[src/rtl/awgn_stat_monitor.sv]
// awgn_stat_monitor: windowed sum, energy, cross-correlation, extrema and outlier count over AWGN sample pairs
module awgn_stat_monitor #(
   parameter int          LOG2_N     = 10,
   parameter logic [15:0] OUTLIER_TH = 16'd8192
) (
   input  logic                     iClk,
   input  logic                     iRst,
   input  logic                     iStart,
   input  logic                     iValid,
   input  logic signed [15:0]       iAwgn1,
   input  logic signed [15:0]       iAwgn2,
   output logic                     oBusy,
   output logic                     oDone,
   output logic signed [LOG2_N+16:0] oSum,
   output logic [LOG2_N+31:0]       oSumSq,
   output logic signed [LOG2_N+31:0] oCorr,
   output logic signed [15:0]       oMax,
   output logic signed [15:0]       oMin,
   output logic [LOG2_N+1:0]        oOutliers
);
   localparam logic [16:0] TH17 = {1'b0, OUTLIER_TH};
   typedef enum logic [1:0] {IDLE, RUN, DRAIN} stateT;
   stateT state, stateNext;
   logic [LOG2_N-1:0] pairCnt;
   logic open, accept, finish;
   logic signed [31:0] xA, xB, prod;
   logic [30:0] sqA, sqB;
   logic [16:0] absA, absB;
   logic s1Vld;
   logic signed [15:0] s1A, s1B;
   logic [30:0] s1SqA, s1SqB;
   logic signed [31:0] s1Prod;
   logic [16:0] s1AbsA, s1AbsB;
   logic [16:0] pairSum;
   logic [31:0] pairSq;
   logic [1:0] pairOut;
   logic signed [15:0] pairHi, pairLo, newMax, newMin;
   logic signed [LOG2_N+16:0] accSum;
   logic [LOG2_N+31:0] accSq;
   logic signed [LOG2_N+31:0] accCorr;
   logic signed [15:0] accMax, accMin;
   logic [LOG2_N+1:0] accOut;
   assign open   = state == IDLE && iStart;
   assign accept = state == RUN && iValid;
   assign finish = state == DRAIN && !s1Vld;
   assign oBusy  = state != IDLE;
   always_ff @(posedge iClk or posedge iRst)
      if (iRst) state <= IDLE;
      else state <= stateNext;
   always_comb begin
      stateNext = state;
      stateNext = open ? RUN : (accept && &pairCnt) ? DRAIN : finish ? IDLE : state;
   end
   // low 31 bits of the sign-extended sample square exactly, since x^2 <= 2^30
   assign xA   = {{16{iAwgn1[15]}}, iAwgn1};
   assign xB   = {{16{iAwgn2[15]}}, iAwgn2};
   assign prod = xA * xB;
   assign sqA  = xA[30:0] * xA[30:0];
   assign sqB  = xB[30:0] * xB[30:0];
   assign absA = xA[31] ? -xA[16:0] : xA[16:0];
   assign absB = xB[31] ? -xB[16:0] : xB[16:0];
   always_ff @(posedge iClk or posedge iRst)
      if (iRst) begin
         s1Vld  <= 1'b0;
         s1A    <= '0;
         s1B    <= '0;
         s1SqA  <= '0;
         s1SqB  <= '0;
         s1Prod <= '0;
         s1AbsA <= '0;
         s1AbsB <= '0;
      end else begin
         s1Vld <= accept;
         if (accept) begin
            s1A    <= iAwgn1;
            s1B    <= iAwgn2;
            s1SqA  <= sqA;
            s1SqB  <= sqB;
            s1Prod <= prod;
            s1AbsA <= absA;
            s1AbsB <= absB;
         end
      end
   assign pairSum = {s1A[15], s1A} + {s1B[15], s1B};
   assign pairSq  = {1'b0, s1SqA} + {1'b0, s1SqB};
   assign pairOut = {1'b0, s1AbsA > TH17} + {1'b0, s1AbsB > TH17};
   assign pairHi  = s1A > s1B ? s1A : s1B;
   assign pairLo  = s1A < s1B ? s1A : s1B;
   assign newMax  = pairHi > accMax ? pairHi : accMax;
   assign newMin  = pairLo < accMin ? pairLo : accMin;
   always_ff @(posedge iClk or posedge iRst)
      if (iRst) begin
         pairCnt <= '0;
         accSum  <= '0;
         accSq   <= '0;
         accCorr <= '0;
         accMax  <= '0;
         accMin  <= '0;
         accOut  <= '0;
      end else if (open) begin
         pairCnt <= '0;
         accSum  <= '0;
         accSq   <= '0;
         accCorr <= '0;
         accMax  <= 16'sh8000;
         accMin  <= 16'sh7FFF;
         accOut  <= '0;
      end else begin
         if (accept) pairCnt <= pairCnt + LOG2_N'(1);
         if (s1Vld) begin
            accSum  <= accSum + {{LOG2_N{pairSum[16]}}, pairSum};
            accSq   <= accSq + {{LOG2_N{1'b0}}, pairSq};
            accCorr <= accCorr + {{LOG2_N{s1Prod[31]}}, s1Prod};
            accMax  <= newMax;
            accMin  <= newMin;
            accOut  <= accOut + {{LOG2_N{1'b0}}, pairOut};
         end
      end
   always_ff @(posedge iClk or posedge iRst)
      if (iRst) begin
         oDone     <= 1'b0;
         oSum      <= '0;
         oSumSq    <= '0;
         oCorr     <= '0;
         oMax      <= '0;
         oMin      <= '0;
         oOutliers <= '0;
      end else begin
         oDone <= finish;
         if (finish) begin
            oSum      <= accSum;
            oSumSq    <= accSq;
            oCorr     <= accCorr;
            oMax      <= accMax;
            oMin      <= accMin;
            oOutliers <= accOut;
         end
      end
endmodule

[config.mk]
export PLATFORM = sky130hd
export DESIGN_NAME = awgn_stat_monitor
export DESIGN_NICKNAME = d
export VERILOG_FILES = /design/src/rtl/awgn_stat_monitor.sv
export SDC_FILE = /design/constraint.sdc
export NUM_CORES = 2
export LEC_CHECK = 0
export ABC_CLOCK_PERIOD_IN_PS = 15700
export BUFFER_PORTS_ARGS = -buffer_cell sky130_fd_sc_hd__clkbuf_2
export CAP_MARGIN = 20
export CORE_MARGIN = 2
export CORE_UTILIZATION = 59
export DETAILED_ROUTE_END_ITERATION = 12
export PLACE_DENSITY = 0.8
export REMOVE_ABC_BUFFERS = 1
export SLEW_MARGIN = 5
export SYNTH_ARGS = -nofsm -noshare
export SYNTH_HDL_FRONTEND = slang
export SYNTH_SLANG_ARGS = --single-unit
export TNS_END_PERCENT = 10
[constraint.sdc]
create_clock -name iClk -period 15.7 [get_ports iClk]
set_input_delay 3.14 -clock iClk [delete_from_list [all_inputs] [get_ports iClk]]
set_output_delay 3.14 -clock iClk [all_outputs]
set_load 0.05 [all_outputs]
== Word level (Yosys, flattened, before mapping) ==
Cells that the tools add are included.

* Add/subtract/negate cells: 10
* Multiply operators: 3
* Magnitude comparators: 6
* Equality and inequality tests: 2
* Multiplexer cells: 23
* Reduce and logical (&&, ||, !) cells: 15

{| class="wikitable"
|+ Operators by type and width
! kind !! number
|-
| 42-bit two-way mux || 4
|-
| 16-bit two-way mux || 8
|-
| 16-bit by 16-bit multiplier with 31-bit output || 2
|-
| 27-bit two-way mux || 2
|-
| 42-bit by 32-bit adder with 42-bit output || 1
|-
| 42-bit adder || 1
|-
| 17-bit by 14-bit greater-than comparator with 1-bit output (second input constant) || 2
|-
| 17-bit two-way mux || 2
|-
| 17-bit negation || 2
|-
| 31-bit by 31-bit adder with 32-bit output || 1
|-
| 16-bit greater-than comparator || 2
|-
| 16-bit less-than comparator || 2
|-
| 16-bit by 16-bit multiplier with 32-bit output || 1
|-
| 27-bit adder || 1
|-
| 12-bit two-way mux || 2
|-
| 10-bit two-way mux || 2
|-
| 16-bit by 16-bit adder with 17-bit output || 1
|-
| 12-bit by 2-bit adder with 12-bit output || 1
|-
| 10-bit by 1-bit adder with 10-bit output (second input constant) || 1
|-
| 10-bit AND reduction || 1
|-
| 2-bit nonzero test || 5
|-
| 2-bit two-way mux || 3
|-
| 1-bit logical AND || 4
|-
| 2-bit AND reduction || 2
|-
| 6 further kinds || 6
|}

* Register bits after elaboration: 484
* Input port bits: 36
* Output and inout port bits: 157
* Word-level logic and storage cells: 82

== Depth between registers and ports, before layout ==
* Depth after elaboration: 6
* Mapped depth: 27

== Worst setup path before layout ==
OpenSTA, ideal clock, no wires.

* Path kind: input port to flip-flop
* Start point: input port iAwgn1[15]
* End point: register s1Prod[30]
* Arrival: 9.378 ns
* Data required time: 15.575 ns
* Setup slack: 6.198 ns
* Cell stages on the path: 22
* Path through: clkbuf_1 > clkbuf_1 > clkbuf_1 > nand2_1 > inv_1 > fa_1 > fa_1 > fa_1 > fa_1 > fa_1 > inv_1 > fa_1 > inv_1 > ha_1 > a21o_1 > a2111oi_2 > o21bai_1 > o21ai_1 > nand2b_1 > a221oi_2 > xnor2_1 > mux2_2

* Cells in the longest elaborated chain, start to end: 1

{| class="wikitable"
|+ Ends and longest elaborated chain
! item !! line !! source
|-
| start, declared || 10 || <nowiki>input logic signed [15:0] iAwgn1,</nowiki>
|-
| 16-bit by 16-bit multiplier with 32-bit output || 57 || <nowiki>assign prod = xA * xB;</nowiki>
|-
| end signal, assigned || 79 || <nowiki>s1Prod <= prod;</nowiki>
|-
| end, declared || 32 || <nowiki>logic signed [31:0] s1Prod;</nowiki>
|}

No other way between the ends.
A chain may end at the register's enable or synchronous reset.

== Final worst setup path ==
* Start point: input port iAwgn1[3]
* End point: register s1Prod[30]

Same word-level chain as after synthesis.

==> results.json <==
{
  "rsz0062_at_grt": "false",
  "nets": 6869,
  "r2r-start": "s1A[15]$_DFFE_PP0P_",
  "syn_area_sq_um": 53100,
  "finalCriticalPeriod_ps": 10260,
  "clock-sinks": 478,
  "swShare": 0.512,
  "synth_edf_count": 0,
  "drv_slew": 0,
  "cts_hold_buf": 0,
  "startpoint_type": "input pin",
  "p_int_w": 0.00606,
  "multiInputGateArea_sq_um": 36400,
  "synth_top_area_share": 0.284,
  "yosysSeqAreaShare": 0.225,
  "rows": 110,
  "critPathMaxFanout": 23,
  "grt_start_max_net_pins": 170,
  "hold_violations": 0,
  "wl_per_cell_microns": 19.1,
  "ys_top_cells_by_area": "fa_1 (28%), dfrtp_1 (23%), ha_1 (10%)",
  "dp_hpwl_mm": 98.8,
  "arrival_ps": 10780,
  "critPathLaunch": "iAwgn1[3]",
  "seqPwrFrac": 0.099,
  "routed_wl_mm": 131,
  "fillers": 7154,
  "setup_ws_ps": 5440,
  "fin_setup_tns_ps": 0,
  "dieArea_sq_um": 92400,
  "critPathSlowestCell": "clkinv_1",
  "worstPathCellList": "clkbuf_2, clkinv_1, nor2_1, fa_1, ha_1, inv_1, fa_1, fa_1, inv_1, fa_1, fa_1, ha_1, and2_1, a22o_1, a311oi_1, o31ai_1, a2111oi_2, o21bai_1, o21ai_1, nand2b_1, a221oi_2, xnor2_1, mux2_2",
  "clkPwrFrac": 0.102,
  "antenna_found_initial": 2,
  "grt_pass1_vias": 41574,
  "timing.fmax_ghz": 0.0974,
  "post-route-drc-count": 0,
  "seqCellArea_sq_um": 12000,
  "dp_slack_ps": 4930,
  "hold_ws_ps": 478,
  "crit_top_cell": "fa_1",
  "cts_tree": "built",
  "hp-class": "reg2reg",
  "clock_path_buffers": 3,
  "initial_core_util": 0.593,
  "cts-buffers-inserted": 53,
  "finalPower_w": 0.0124,
  "die_w_microns": 304,
  "ys.flop_type": "dfrtp_1",
  "combPwrFrac": 0.799,
  "powerDensity_nw_per_um2": 218,
  "core_region_area_sq_um": 89600,
  "peakVddDrop_mv": 0.352,
  "cpPeakStageDelay_ps": 1000,
  "min-delay-start": "s1AbsB[3]$_DFFE_PP0P_",
  "endpoint_kind": "register",
  "synthTopCellsByCount": "inv_1 (1,031), fa_1 (754), nand2_1 (570), dfrtp_1 (478), ha_1 (426)",
  "grt_pass1_wl_mm": 217,
  "ant_nets": 0,
  "layout-area-overhead-vs-synth_pct": 7.29,
  "design.portCount": 193,
  "yosys.area.top_type": "fa_1",
  "cts_root_buf": "clkbuf_16",
  "synth_cells": 5565,
  "cap_violations": 0,
  "clock_skew_ps": 30.1,
  "io_buffer_count": 192,
  "overflow": 0,
  "cts_setup_buffers": 0,
  "outcome": "completed",
  "synth.most_common_cell": "inv_1",
  "gp_congestion": 0.933,
  "yosys_warnings": 0,
  "setup_violations": 0,
  "vias": 38813,
  "p_sw_w": 0.00635,
  "clkTransAtPathRegs_ps": 60,
  "synth.distinct_cells": 83,
  "drive_above_1_share": 0.101,
  "dr.pass1.iters": 5,
  "synth.avg_cell_area_sq_um": 9.54,
  "cts_resized": 0,
  "leakage_nw": 29.7,
  "fp.dieH_microns": 304,
  "crit_type": "in2reg",
  "ys_ff_latch": 478,
  "post-route-period-util": 0.654,
  "drt-initial-drc-count": 2806,
  "worst_pin_slew_ps": 1060,
  "maxSlewHeadroom": 0.289,
  "htreeDepth": 2,
  "async_flop_share": 1.00,
  "clk-insertion-delay-late_ps": 640,
  "via_per_inst": 5.65,
  "grt_use_total": 0.296,
  "required_ps": 16220
}
-- routing by layer --
| metal | share of wire | track usage | up-vias | wire [microns] |
|---|---|---|---|---|
| met1 | 0.40 | 0.379 | 19446 | 52500 |
| met2 | 0.48 | 0.501 | 1261 | 63300 |
| li1 | - | - | 17744 | - |
| met5 | 0 | 0 | - | 0 |
| met3 | 0.061 | 0.0360 | 362 | 8010 |
| met4 | 0.056 | 0.143 | 0 | 7390 |
-- cells in the final DEF, fill, tap and decap left out, types with 29 or more instances in the layout --
| cell | instances |
|---|---|
| a21o_1 | 95 |
| a21oi_1 | 203 |
| and2_1 | 127 |
| buf_4 | 56 |
| clkbuf_16 | 54 |
| clkbuf_2 | 192 |
| dfrtp_1 | 477 |
| fa_1 | 754 |
| ha_1 | 426 |
| inv_1 | 1029 |
| mux2_2 | 190 |
| mux2i_1 | 82 |
| nand2_1 | 570 |
| nand2b_1 | 41 |
| nand3_1 | 56 |
| nor2_1 | 384 |
| nor2b_1 | 31 |
| nor3_1 | 54 |
| o21ai_0 | 217 |
| o21bai_1 | 32 |
| or3_1 | 29 |
| xnor2_1 | 152 |
| xor2_1 | 100 |
-- flip-flops by register name, indices dropped and copies added (netlist names), 2 cells and up --
signal and count:
pairCnt 10, oSumSq 42, accCorr 42, state 2, oMin 16, s1A 16, accOut 12, oMax 16
s1AbsA 16, accSq 42, accMax 16, s1B 16, accMin 16, s1AbsB 16, s1SqB 29, accSum 27
s1SqA 29, oCorr 42, oOutliers 12, oSum 27, s1Prod 32
-- worst max-delay path, delay by kind of cell --
| kind | cells | cell delay [ps] |
|---|---|---|
| compound gates | 7 | 1970 |
| simple gates | 3 | 750 |
| mux | 1 | 250 |
| fa+ha+maj | 7 | 2910 |
| buf+inv | 4 | 1640 |
| xor+xnor | 1 | 80 |
-- cell type report --
type | count | area share
Inverter | 1039 | 0.0686
Tap cell | 1176 | 0.0258
Antenna cell | 1 | 0.0000439
Multi-Input combinational cell | 3831 | 0.639
Timing Repair Buffer | 250 | 0.0248
Clock buffer | 67 | 0.0260
Clock inverter | 29 | 0.00529
Sequential cell | 478 | 0.210
-- power by group through the flow --
| stage | registers (W) | clock network, W | logic (W) |
|---|---|---|---|
| finish | 0.00123 | 0.00127 | 0.00991 |
| global route | 0.00123 | 0.00134 | 0.0112 |
| CTS | 0.00123 | 0.00129 | 0.00986 |
| detailed placement | 0.00125 | 0 | 0.00979 |
| global placement | 0.00125 | 0 | 0.00949 |
| floorplan | 0.00126 | 0 | 0.00734 |
-- path summary, 6_finish.rpt --
kind / cells after the start / slack (ps) / to
worst max-delay path: 23 / 5440 / s1Prod[30]$_DFFE_PP0P_
worst min-delay path: 2 / 480 / s1AbsB[3]$_DFFE_PP0P_
worst max register to register: 21 / 9190 / accMin[0]$_DFFE_PP0P_
worst min register to register: 2 / 480 / s1AbsB[3]$_DFFE_PP0P_
max in group asynchronous: 5 / 10010 / s1Prod[24]$_DFFE_PP0P_
min in group asynchronous: 2 / 2650 / oSumSq[2]$_DFFE_PP0P_
-- per-stage QoR --
| stage | utilization | instance area, sq um | instances |
|---|---|---|---|
| 2_1_floorplan | - | 52300 | 5348 |
| 3_5_place_dp | 0.616 | 55200 | 6773 |
| 3_3_place_gp | 0.616 | 55200 | 6773 |
| 6_report | 0.636 | 57000 | 6871 |
| 5_1_grt | 0.636 | 57000 | 6870 |
| 4_1_cts | 0.636 | 57000 | 6869 |
-- logic make-up (layout without fill, tap and decap cells) --
kind of cell	Yosys count	in the layout	share of synthesized area
DFF	478	478	0.225
buffers and inverters	1256	1385	0.0890
AOI/OAI and AO/OA	743	743	0.0876
and+or+nand+nor	1382	1382	0.116
adders and majority gates	1180	1180	0.385
other	2	3	0.000141
muxes	272	272	0.0557
xor gates and xnor gates	252	252	0.0416
(Power assumes the default switching activity.)
